File: src/rtl/core_pkg.sv
// Shared definitions for the RV32I core: widths, register-zero index,
// control bundle layout and forwarding source encoding.
package core_pkg;

    localparam int XLEN   = 32;
    localparam int CTRL_W = 8;

    localparam logic [4:0] REG_ZERO = 5'd0;

    // Field offsets inside the opaque decoded control bundle
    localparam int CTRL_ALU_OP_LSB = 0;
    localparam int CTRL_ALU_OP_W   = 4;
    localparam int CTRL_SRC_A_BIT  = 4;
    localparam int CTRL_SRC_B_BIT  = 5;
    localparam int CTRL_BRANCH_BIT = 6;
    localparam int CTRL_STORE_BIT  = 7;

    typedef enum logic [1:0] {
        FWD_ZERO = 2'd0,
        FWD_EX   = 2'd1,
        FWD_MEM  = 2'd2,
        FWD_RF   = 2'd3
    } fwd_sel_e;

    // Priority: x0, then the younger EX result, then MEM, then the regfile
    function automatic fwd_sel_e fwd_select(input logic is_zero,
                                            input logic ex_hit,
                                            input logic mem_hit);
        if (is_zero)      return FWD_ZERO;
        else if (ex_hit)  return FWD_EX;
        else if (mem_hit) return FWD_MEM;
        else              return FWD_RF;
    endfunction

endpackage

File: src/rtl/fwd_mux.sv
// Operand forwarding mux for one source register: zero / EX / MEM / regfile.
module fwd_mux #(
    parameter int XLEN = 32
) (
    input  logic [4:0]      src_addr,
    input  logic            ex_fwd_en,
    input  logic [4:0]      ex_rd_addr,
    input  logic [XLEN-1:0] ex_data,
    input  logic            mem_reg_we,
    input  logic [4:0]      mem_rd_addr,
    input  logic [XLEN-1:0] mem_data,
    input  logic [XLEN-1:0] rf_data,
    output logic [XLEN-1:0] data
);
    import core_pkg::*;

    logic     is_zero;
    logic     ex_hit;
    logic     mem_hit;
    fwd_sel_e sel;

    assign is_zero = (src_addr == REG_ZERO);
    assign ex_hit  = ex_fwd_en && (ex_rd_addr == src_addr);
    assign mem_hit = mem_reg_we && (mem_rd_addr == src_addr);
    assign sel     = fwd_select(is_zero, ex_hit, mem_hit);

    // Select the freshest value of the source register
    always_comb begin
        data = rf_data;
        case (sel)
            FWD_ZERO: data = '0;
            FWD_EX:   data = ex_data;
            FWD_MEM:  data = mem_data;
            default:  data = rf_data;
        endcase
    end

endmodule

File: src/rtl/id_ex_operand_stage.sv
// ID->EX pipeline register with operand forwarding, load-use hazard
// detection, branch flush and EX back-pressure.
module id_ex_operand_stage #(
    parameter int CTRL_W = core_pkg::CTRL_W,
    parameter int XLEN   = core_pkg::XLEN
) (
    input  logic              clk,
    input  logic              rst,
    input  logic              id_valid,
    input  logic [XLEN-1:0]   id_pc,
    input  logic [XLEN-1:0]   id_imm,
    input  logic [CTRL_W-1:0] id_ctrl,
    input  logic [4:0]        id_rs1_addr,
    input  logic [4:0]        id_rs2_addr,
    input  logic [XLEN-1:0]   id_rs1_data,
    input  logic [XLEN-1:0]   id_rs2_data,
    input  logic [4:0]        id_rd_addr,
    input  logic              id_reg_we,
    input  logic              id_mem_rd,
    input  logic [XLEN-1:0]   ex_fwd_data,
    input  logic [4:0]        mem_rd_addr,
    input  logic              mem_reg_we,
    input  logic [XLEN-1:0]   mem_fwd_data,
    input  logic              flush,
    input  logic              ex_hold,
    output logic              id_stall,
    output logic              ex_valid,
    output logic [XLEN-1:0]   ex_pc,
    output logic [XLEN-1:0]   ex_imm,
    output logic [CTRL_W-1:0] ex_ctrl,
    output logic [4:0]        ex_rd_addr,
    output logic              ex_reg_we,
    output logic              ex_mem_rd,
    output logic [XLEN-1:0]   ex_op_a,
    output logic [XLEN-1:0]   ex_op_b,
    output logic [31:0]       stall_cnt
);
    import core_pkg::*;

    logic            ex_fwd_en;
    logic            load_use;
    logic [XLEN-1:0] op_a;
    logic [XLEN-1:0] op_b;

    // A load's EX-stage value is an address, not the data: never forward it
    assign ex_fwd_en = ex_valid && ex_reg_we && !ex_mem_rd;

    assign load_use = id_valid && ex_valid && ex_mem_rd && ex_reg_we
                      && (ex_rd_addr != REG_ZERO)
                      && ((ex_rd_addr == id_rs1_addr) || (ex_rd_addr == id_rs2_addr));

    // A flushed ID instruction is killed rather than held
    assign id_stall = (load_use || ex_hold) && !flush;

    fwd_mux #(.XLEN(XLEN)) u_fwd_rs1 (
        .src_addr    (id_rs1_addr),
        .ex_fwd_en   (ex_fwd_en),
        .ex_rd_addr  (ex_rd_addr),
        .ex_data     (ex_fwd_data),
        .mem_reg_we  (mem_reg_we),
        .mem_rd_addr (mem_rd_addr),
        .mem_data    (mem_fwd_data),
        .rf_data     (id_rs1_data),
        .data        (op_a)
    );

    fwd_mux #(.XLEN(XLEN)) u_fwd_rs2 (
        .src_addr    (id_rs2_addr),
        .ex_fwd_en   (ex_fwd_en),
        .ex_rd_addr  (ex_rd_addr),
        .ex_data     (ex_fwd_data),
        .mem_reg_we  (mem_reg_we),
        .mem_rd_addr (mem_rd_addr),
        .mem_data    (mem_fwd_data),
        .rf_data     (id_rs2_data),
        .data        (op_b)
    );

    // Pipeline register update: reset > hold > flush > load-use bubble > advance
    always_ff @(posedge clk) begin
        if (rst) begin
            ex_valid   <= 1'b0;
            ex_pc      <= '0;
            ex_imm     <= '0;
            ex_ctrl    <= '0;
            ex_rd_addr <= '0;
            ex_reg_we  <= 1'b0;
            ex_mem_rd  <= 1'b0;
            ex_op_a    <= '0;
            ex_op_b    <= '0;
            stall_cnt  <= '0;
        end else if (ex_hold) begin
            ex_valid <= ex_valid;
        end else if (flush) begin
            ex_valid  <= 1'b0;
            ex_reg_we <= 1'b0;
            ex_mem_rd <= 1'b0;
        end else if (load_use) begin
            ex_valid  <= 1'b0;
            ex_reg_we <= 1'b0;
            ex_mem_rd <= 1'b0;
            stall_cnt <= stall_cnt + 32'd1;
        end else begin
            ex_valid   <= id_valid;
            ex_pc      <= id_pc;
            ex_imm     <= id_imm;
            ex_ctrl    <= id_ctrl;
            ex_rd_addr <= id_rd_addr;
            ex_reg_we  <= id_reg_we && id_valid;
            ex_mem_rd  <= id_mem_rd;
            ex_op_a    <= op_a;
            ex_op_b    <= op_b;
        end
    end

endmodule

File: config.mk
export PLATFORM = sky130hd
export DESIGN_NAME = id_ex_operand_stage
export DESIGN_NICKNAME = d
export VERILOG_FILES = /design/src/rtl/core_pkg.sv /design/src/rtl/fwd_mux.sv /design/src/rtl/id_ex_operand_stage.sv
export SDC_FILE = /design/constraint.sdc
export NUM_CORES = 1
export LEC_CHECK = 0
export CAP_MARGIN = 15
export CORE_AREA = 2 2 157 159
export DETAILED_ROUTE_END_ITERATION = 7
export DIE_AREA = 0 0 159 161
export GPL_ROUTABILITY_DRIVEN = 0
export PLACE_DENSITY = 0.8
export SLEW_MARGIN = 5
export SYNTH_ARGS = -nofsm -noshare
export SYNTH_HDL_FRONTEND = slang
export SYNTH_SLANG_ARGS = --single-unit
File: constraint.sdc
create_clock -name clk -period 5.25 [get_ports clk]
set_input_delay 1.05 -clock clk [delete_from_list [all_inputs] [get_ports clk]]
set_output_delay 1.05 -clock clk [all_outputs]
set_load 0.05 [all_outputs]
# Yosys cells after proc, flatten, opt, wreduce, memory -nomap -nowiden
# Cells that the tools add are included.
# classes
reduce_logical,24
div,0
bitwise_logic,3
n_addsub,1
shift,0
n_eq_ne,8
n_mux,14
n_mul,0
n_lt_le_gt_ge,0
# ops
operator,n
$pmux W32 S3,2
$add A32 B1 Y32 const B,1
$eq A5 B5 Y1,4
$logic_and A1 B1 Y1,13
$logic_not A5 Y1,2
$mux W1,8
$mux W2,4
$reduce_and A3 Y1,2
$reduce_bool A5 Y1,1
$eq A2 B1 Y1 const B,2
$eq A2 B2 Y1 const B,2
$logic_not A2 Y1,2
$not A1 Y1,3
$logic_not A1 Y1,2
$logic_or A1 B1 Y1,2
# totals
word_cells,60
ff_bits,176
output_inout_bits,177
n_memories,0
rom_bits,0
ram_bits,0
latchBits,0

# Depth between registers and ports, before layout
# Gate-level depths: netlist (run 1).
# depth
depth_word,7
mapped_depth,9
ltp_nobuf,6

# By module
# A second synthesis (run 1) with hierarchy kept.
# unflattened
cells_unflattened,1619
hier_area_um2,11631.2
# modules_own_cells
mod,instances,seq_area_each_um2,cells_each,area_per_inst_um2
id_ex_operand_stage,1,3523.4,1369,9821.9
fwd_mux,2,0.0,125,904.6

# Worst setup path after synthesis (run 1)
# Ideal clock, no wire load.
# synth_timing
path_kind,input to output
from,input id_rs1_addr[1]
to,output id_stall
stages,5
setup_slack_ns,1.776
arrival_time_ns,2.424
n_path_buf,0
cell_sequence,xnor2_1 nand4_1 o22ai_1 a21oi_1 nor2_1
# synth_via
elab_chain_cells,5
# synth_lines
item,line_no,rtl
from (decl),id_ex_operand_stage.sv:13,"input logic [4:0] id_rs1_addr,"
$eq A5 B5 Y1,id_ex_operand_stage.sv:50,&& ((ex_rd_addr == id_rs1_addr) || (ex_rd_addr == id_rs2_addr));
$logic_or A1 B1 Y1,id_ex_operand_stage.sv:50,
$logic_and A1 B1 Y1,id_ex_operand_stage.sv:50,
$logic_or A1 B1 Y1,id_ex_operand_stage.sv:53,assign id_stall = (load_use || ex_hold) && !flush;
$logic_and A1 B1 Y1,id_ex_operand_stage.sv:53,
to (decl),id_ex_operand_stage.sv:26,"output logic id_stall,"
# No other way between the ends.

# Worst setup path after layout (run 1)
# layout_timing
from,input id_rs1_addr[3]
to,output id_stall
# The elaborated chain is that of the path after synthesis.

==> results of run 1 <==
sequential cells by signal (all words and copies together) (netlist names):
signal / flops
ex_imm: 32
ex_op_a: 32
ex_mem_rd: 1
ex_op_b: 32
ex_reg_we: 1
ex_rd_addr: 5
ex_ctrl: 8
stall_cnt: 32
ex_pc: 32
ex_valid: 1
worst max-delay path by stage:
| stage | slack (ns) | endpoint | cells after the start | from |
|---|---|---|---|---|
| 2_1_floorplan | 1.78 | id_stall | 5 | id_rs1_addr[1] |
| 3_3_place_gp | 0.65 | id_stall | 7 | id_rs1_addr[0] |
| 3_5_place_dp | 0.59 | id_stall | 7 | id_rs1_addr[3] |
| 4_1_cts | 0.57 | id_stall | 7 | id_rs1_addr[3] |
| 5_1_grt | 0.47 | id_stall | 7 | id_rs1_addr[3] |
| 6_report | 0.60 | id_stall | 7 | id_rs1_addr[3] |
per-layer routing:
layer	track usage [%]	vias up	part of all wire, %
met1	27.7	4010	41
met4	5.70	2	1.5
li1	-	4017	-
met2	40.7	387	50
met3	6.88	34	7.5
met5	0	-	0.042
area by class of cell:
type / instances / area [um^2] / area share, %
timing repair buffer: 416 / 4160 / 32.6
multi-input combinational: 678 / 4080 / 31.9
sequential: 176 / 3520 / 27.6
clock buffer: 19 / 453 / 3.54
tap: 324 / 405 / 3.17
clock inverter: 13 / 143 / 1.12
inverter: 3 / 11.3 / 0.0881
antenna: 3 / 7.51 / 0.0587
cell families (layout without fill, tap and decap cells):
group	Yosys count	in the layout	synth area share [%]
and+or+nand+nor	408	408	23.0
other	0	3	0
AOI/OAI and AO/OA	155	155	13.1
buffers and inverters	78	451	4.30
adders and majority gates	1	1	0.159
xor gates and xnor gates	46	46	5.11
muxes	68	68	9.69
DFF	176	176	44.7
report_power, final:
group	total [mW]	switching, mW	internal, mW
Clock	1.28	0.619	0.663
Combinational	0.748	0.416	0.332
Sequential	1.43	0.0354	1.40
Total	3.46	1.07	2.39
synth_stat cells:
| library cell | n | area share, % |
|---|---|---|
| sky130_fd_sc_hd__and2_1 | 1 | 0.079 |
| sky130_fd_sc_hd__nand4_2 | 1 | 0.16 |
| sky130_fd_sc_hd__and4_1 | 3 | 0.33 |
| sky130_fd_sc_hd__nor3_4 | 1 | 0.21 |
| sky130_fd_sc_hd__and3_1 | 4 | 0.32 |
| sky130_fd_sc_hd__xnor2_1 | 34 | 3.8 |
| sky130_fd_sc_hd__o21ai_1 | 2 | 0.13 |
| sky130_fd_sc_hd__dfxtp_1 | 176 | 45 |
| sky130_fd_sc_hd__a221oi_1 | 64 | 7.1 |
| sky130_fd_sc_hd__nand3b_1 | 1 | 0.095 |
| sky130_fd_sc_hd__nor2_1 | 105 | 5.0 |
| sky130_fd_sc_hd__nor4_1 | 21 | 1.7 |
| sky130_fd_sc_hd__mux2_2 | 67 | 9.6 |
| sky130_fd_sc_hd__buf_2 | 28 | 1.8 |
| sky130_fd_sc_hd__nand3_1 | 10 | 0.63 |
| sky130_fd_sc_hd__xor2_1 | 12 | 1.3 |
| sky130_fd_sc_hd__o21a_1 | 1 | 0.095 |
| sky130_fd_sc_hd__buf_6 | 1 | 0.14 |
| sky130_fd_sc_hd__buf_4 | 1 | 0.095 |
| sky130_fd_sc_hd__clkbuf_1 | 45 | 2.1 |
| sky130_fd_sc_hd__nor2b_1 | 3 | 0.24 |
| sky130_fd_sc_hd__mux2i_1 | 1 | 0.13 |
| sky130_fd_sc_hd__a21oi_1 | 80 | 5.1 |
| sky130_fd_sc_hd__or3_1 | 4 | 0.32 |
| sky130_fd_sc_hd__or2_2 | 1 | 0.079 |
| sky130_fd_sc_hd__or4_1 | 4 | 0.38 |
| sky130_fd_sc_hd__nand4_1 | 6 | 0.48 |
| sky130_fd_sc_hd__nand4bb_1 | 1 | 0.14 |
| sky130_fd_sc_hd__o22a_1 | 1 | 0.11 |
| sky130_fd_sc_hd__o21ai_0 | 2 | 0.13 |
| sky130_fd_sc_hd__nor3_1 | 72 | 4.6 |
| sky130_fd_sc_hd__o22ai_1 | 1 | 0.079 |
| sky130_fd_sc_hd__inv_1 | 3 | 0.14 |
| sky130_fd_sc_hd__a21oi_2 | 1 | 0.11 |
| sky130_fd_sc_hd__ha_1 | 1 | 0.16 |
| sky130_fd_sc_hd__nand2_1 | 167 | 7.9 |
| sky130_fd_sc_hd__a22oi_1 | 2 | 0.19 |
| sky130_fd_sc_hd__a32oi_1 | 1 | 0.11 |
| sky130_fd_sc_hd__nor4b_1 | 3 | 0.33 |
through the flow:
stage	hold WS, ns	util (%)	instances
finish	0.456	53.3	1632
global route	0.474	53.3	1632
CTS	0.455	53.3	1629
detailed placement	0.445	50.8	1597
global placement	0.441	50.8	1597
floorplan	0.672	-	932
worst min-delay path, stage by stage, from the launching register on:
cell and delay, ns:
sky130_fd_sc_hd__dfxtp_1 0.31, sky130_fd_sc_hd__nand2_1 0.05, sky130_fd_sc_hd__a21oi_1 0.05
==> results.txt, run 1 <==
----------------------------------------------------
[Outcome]
  Result of the run ... finished, final reports clean

[Clocking]
  Worst-path clk slew ... 0.07 ns
  Count of cells resized by post-cts repair ... 0
  CTS buffer count ... 17
  Worst-skew pair later-pin latency ... 0.42 ns
  CTS Root Buffer Type ... sky130_fd_sc_hd__clkbuf_16
  Number of H-tree branching levels ... 4
  Count of buffers added by post-CTS timing repair for setup ... 0
  Maximum buffer depth of the clock tree ... 2
  CTS tree ... yes
  Total number of clock tree sinks ... 176
  Total of hold buffers inserted after clock tree synthesis ... 0

[Timing]
  Finish-stage setup viols ... 0
  Max-slew headroom ... 33.1%
  Hold Violations, Final ... 0
  Sum of negative setup slack ... 0 ns
  Worst path setup slack after routing ... 0.598 ns
  Slew Limit Fails ... 0
  Transition time at the pin with the least slew margin ... 1.00 ns
  Shortest clock period the worst path allows after layout ... 4.65 ns
  Final Skew ... 0.0190 ns
  Unrepaired setup endpoints after global routing ... false
  Maximum clock rate ... 0.215 GHz
  Final Cycle Share ... 88.6%

[Die]
  Vert. Die Dim ... 161 um
  Num ports ... 405
  Initial Utilization ... 32.9%
  Rows ... 57
  Core area ... 24000 um^2
  Floorplan die area ... 25600 um^2
  Die Span X ... 159 um

[Setup path]
  Cells along the critical path ... clkdlybuf4s50_1 -> xnor2_1 -> nand4_1 -> o22ai_1 -> a21oi_1 -> nor2_1 -> clkdlybuf4s50_1
  FF-to-FF Start ... ex_rd_addr[0]
  Reg2reg setup slack ... 2.42 ns
  Slowest stage delay, CP ... 0.85 ns
  Maximum fanout along the worst path ... 5
  Critical path launch point type ... input port
  CP max-delay cell ... sky130_fd_sc_hd__clkdlybuf4s50_1
  Kind of end point of the critical path ... primary output
  Crit path arrival time ... 3.60 ns
  Reg2reg end ... ex_op_b[20]
  Category of the most critical setup path ... input port to primary output
  Data required time of the worst path ... 4.20 ns
  FF-to-FF path depth ... 7
  Category of cells accounting for the largest share of critical-path delay ... buffers and inverters
  Cell with the most instances on the worst path ... sky130_fd_sc_hd__clkdlybuf4s50_1
  WP buf/inv ... 2

[Cells and area]
  Most frequent standard cell in the layout excluding fill and tap cells ... sky130_fd_sc_hd__clkdlybuf4s50_1
  Fraction of layout instances using a drive strength above 1 ... 9.43%
  Filler cell count ... 2201
  Area of all placed cells without fillers ... 12800 um^2
  Synth-to-Final Area Change ... 62.0%
  Final layout net count ... 1521
  Most frequent cells in the layout ... 403 x sky130_fd_sc_hd__clkdlybuf4s50_1, 176 x sky130_fd_sc_hd__dfxtp_1, 167 x sky130_fd_sc_hd__nand2_1

[Synth]
  Area of the mapped netlist ... 7890 um^2
  Share of synthesized area occupied by flip-flops and latches ... 44.7%
  Count of distinct cell types in the synthesized netlist ... 39
  Avg Cell Area, Syn ... 8.47 um^2
  Count of synthesis-stage warnings from yosys ... 0
  Number of nets in the synthesized netlist ... 1161
  Post-Syn Instances ... 932
  Number of storage elements in the synthesis netlist ... 176

[Routing]
  DRC errors left ... 0
  Initial DRT Pass Iterations ... 5
  Total Routed Length ... 30900 um
  Avg Vias per Cell ... 5.18
  ANT nets after route ... 0
  Detailed router's first-iteration violation count ... 652
  Via count of the routed design ... 8450
  Drt wl/cell ... 18.9 um

[Worst hold path]
  Worst Hold Path EP ... ex_pc[25]
  Hold-critical path depth ... 2
  Min-Delay Path Class ... flop to flop
  Hold Path Origin ... ex_pc[25]

[GRT]
  Global routing usage summed across all routing layers ... 23.1%
  Total congestion overflow ... 0
  Maximum number of pins on one net before global-route repair ... 90
  Number of global-route vias before repair ... 8298
  First-pass GRT wire length ... 46900 um
  Initial antenna violation count ... 4

[Pwr]
  Worst IR Drop VDD ... 0.287 mV
  Pleak ... 4.37 nW
  Power density cells ... 271 nW/um^2
  PnR Total Power ... 3.46 mW

[Placed design]
  Post-Place Cell Area ... 12200 um^2
  DPL Wire Length ... 22300 um
  Total of buffers placed on input and output ports ... 404
  Setup Slack @ Placement ... 0.587 ns

[Run]
  Max Cap Violations ... 0

----------------------------------------------------
(Power assumes the default switching activity.)
==> inputs of run 2 (changes only) <==
--- a/config.mk
+++ b/config.mk
@@ -10,6 +10,7 @@
 export DETAILED_ROUTE_END_ITERATION = 7
 export DIE_AREA = 0 0 159 161
 export GPL_ROUTABILITY_DRIVEN = 0
+export GPL_TIMING_DRIVEN = 1
 export PLACE_DENSITY = 0.8
 export SLEW_MARGIN = 5
 export SYNTH_ARGS = -nofsm -noshare
==> results of run 2 <==
No change in the layout: final DEF, timing and power equal those of run 1.
==> inputs of run 3 (changes only) <==
--- a/config.mk
+++ b/config.mk
@@ -12,7 +12,7 @@
 export GPL_ROUTABILITY_DRIVEN = 0
 export GPL_TIMING_DRIVEN = 1
 export PLACE_DENSITY = 0.8
-export SLEW_MARGIN = 5
+export SLEW_MARGIN = 10
 export SYNTH_ARGS = -nofsm -noshare
 export SYNTH_HDL_FRONTEND = slang
 export SYNTH_SLANG_ARGS = --single-unit
==> results of run 3 <==
No change in the layout: final DEF, timing and power equal those of run 1.
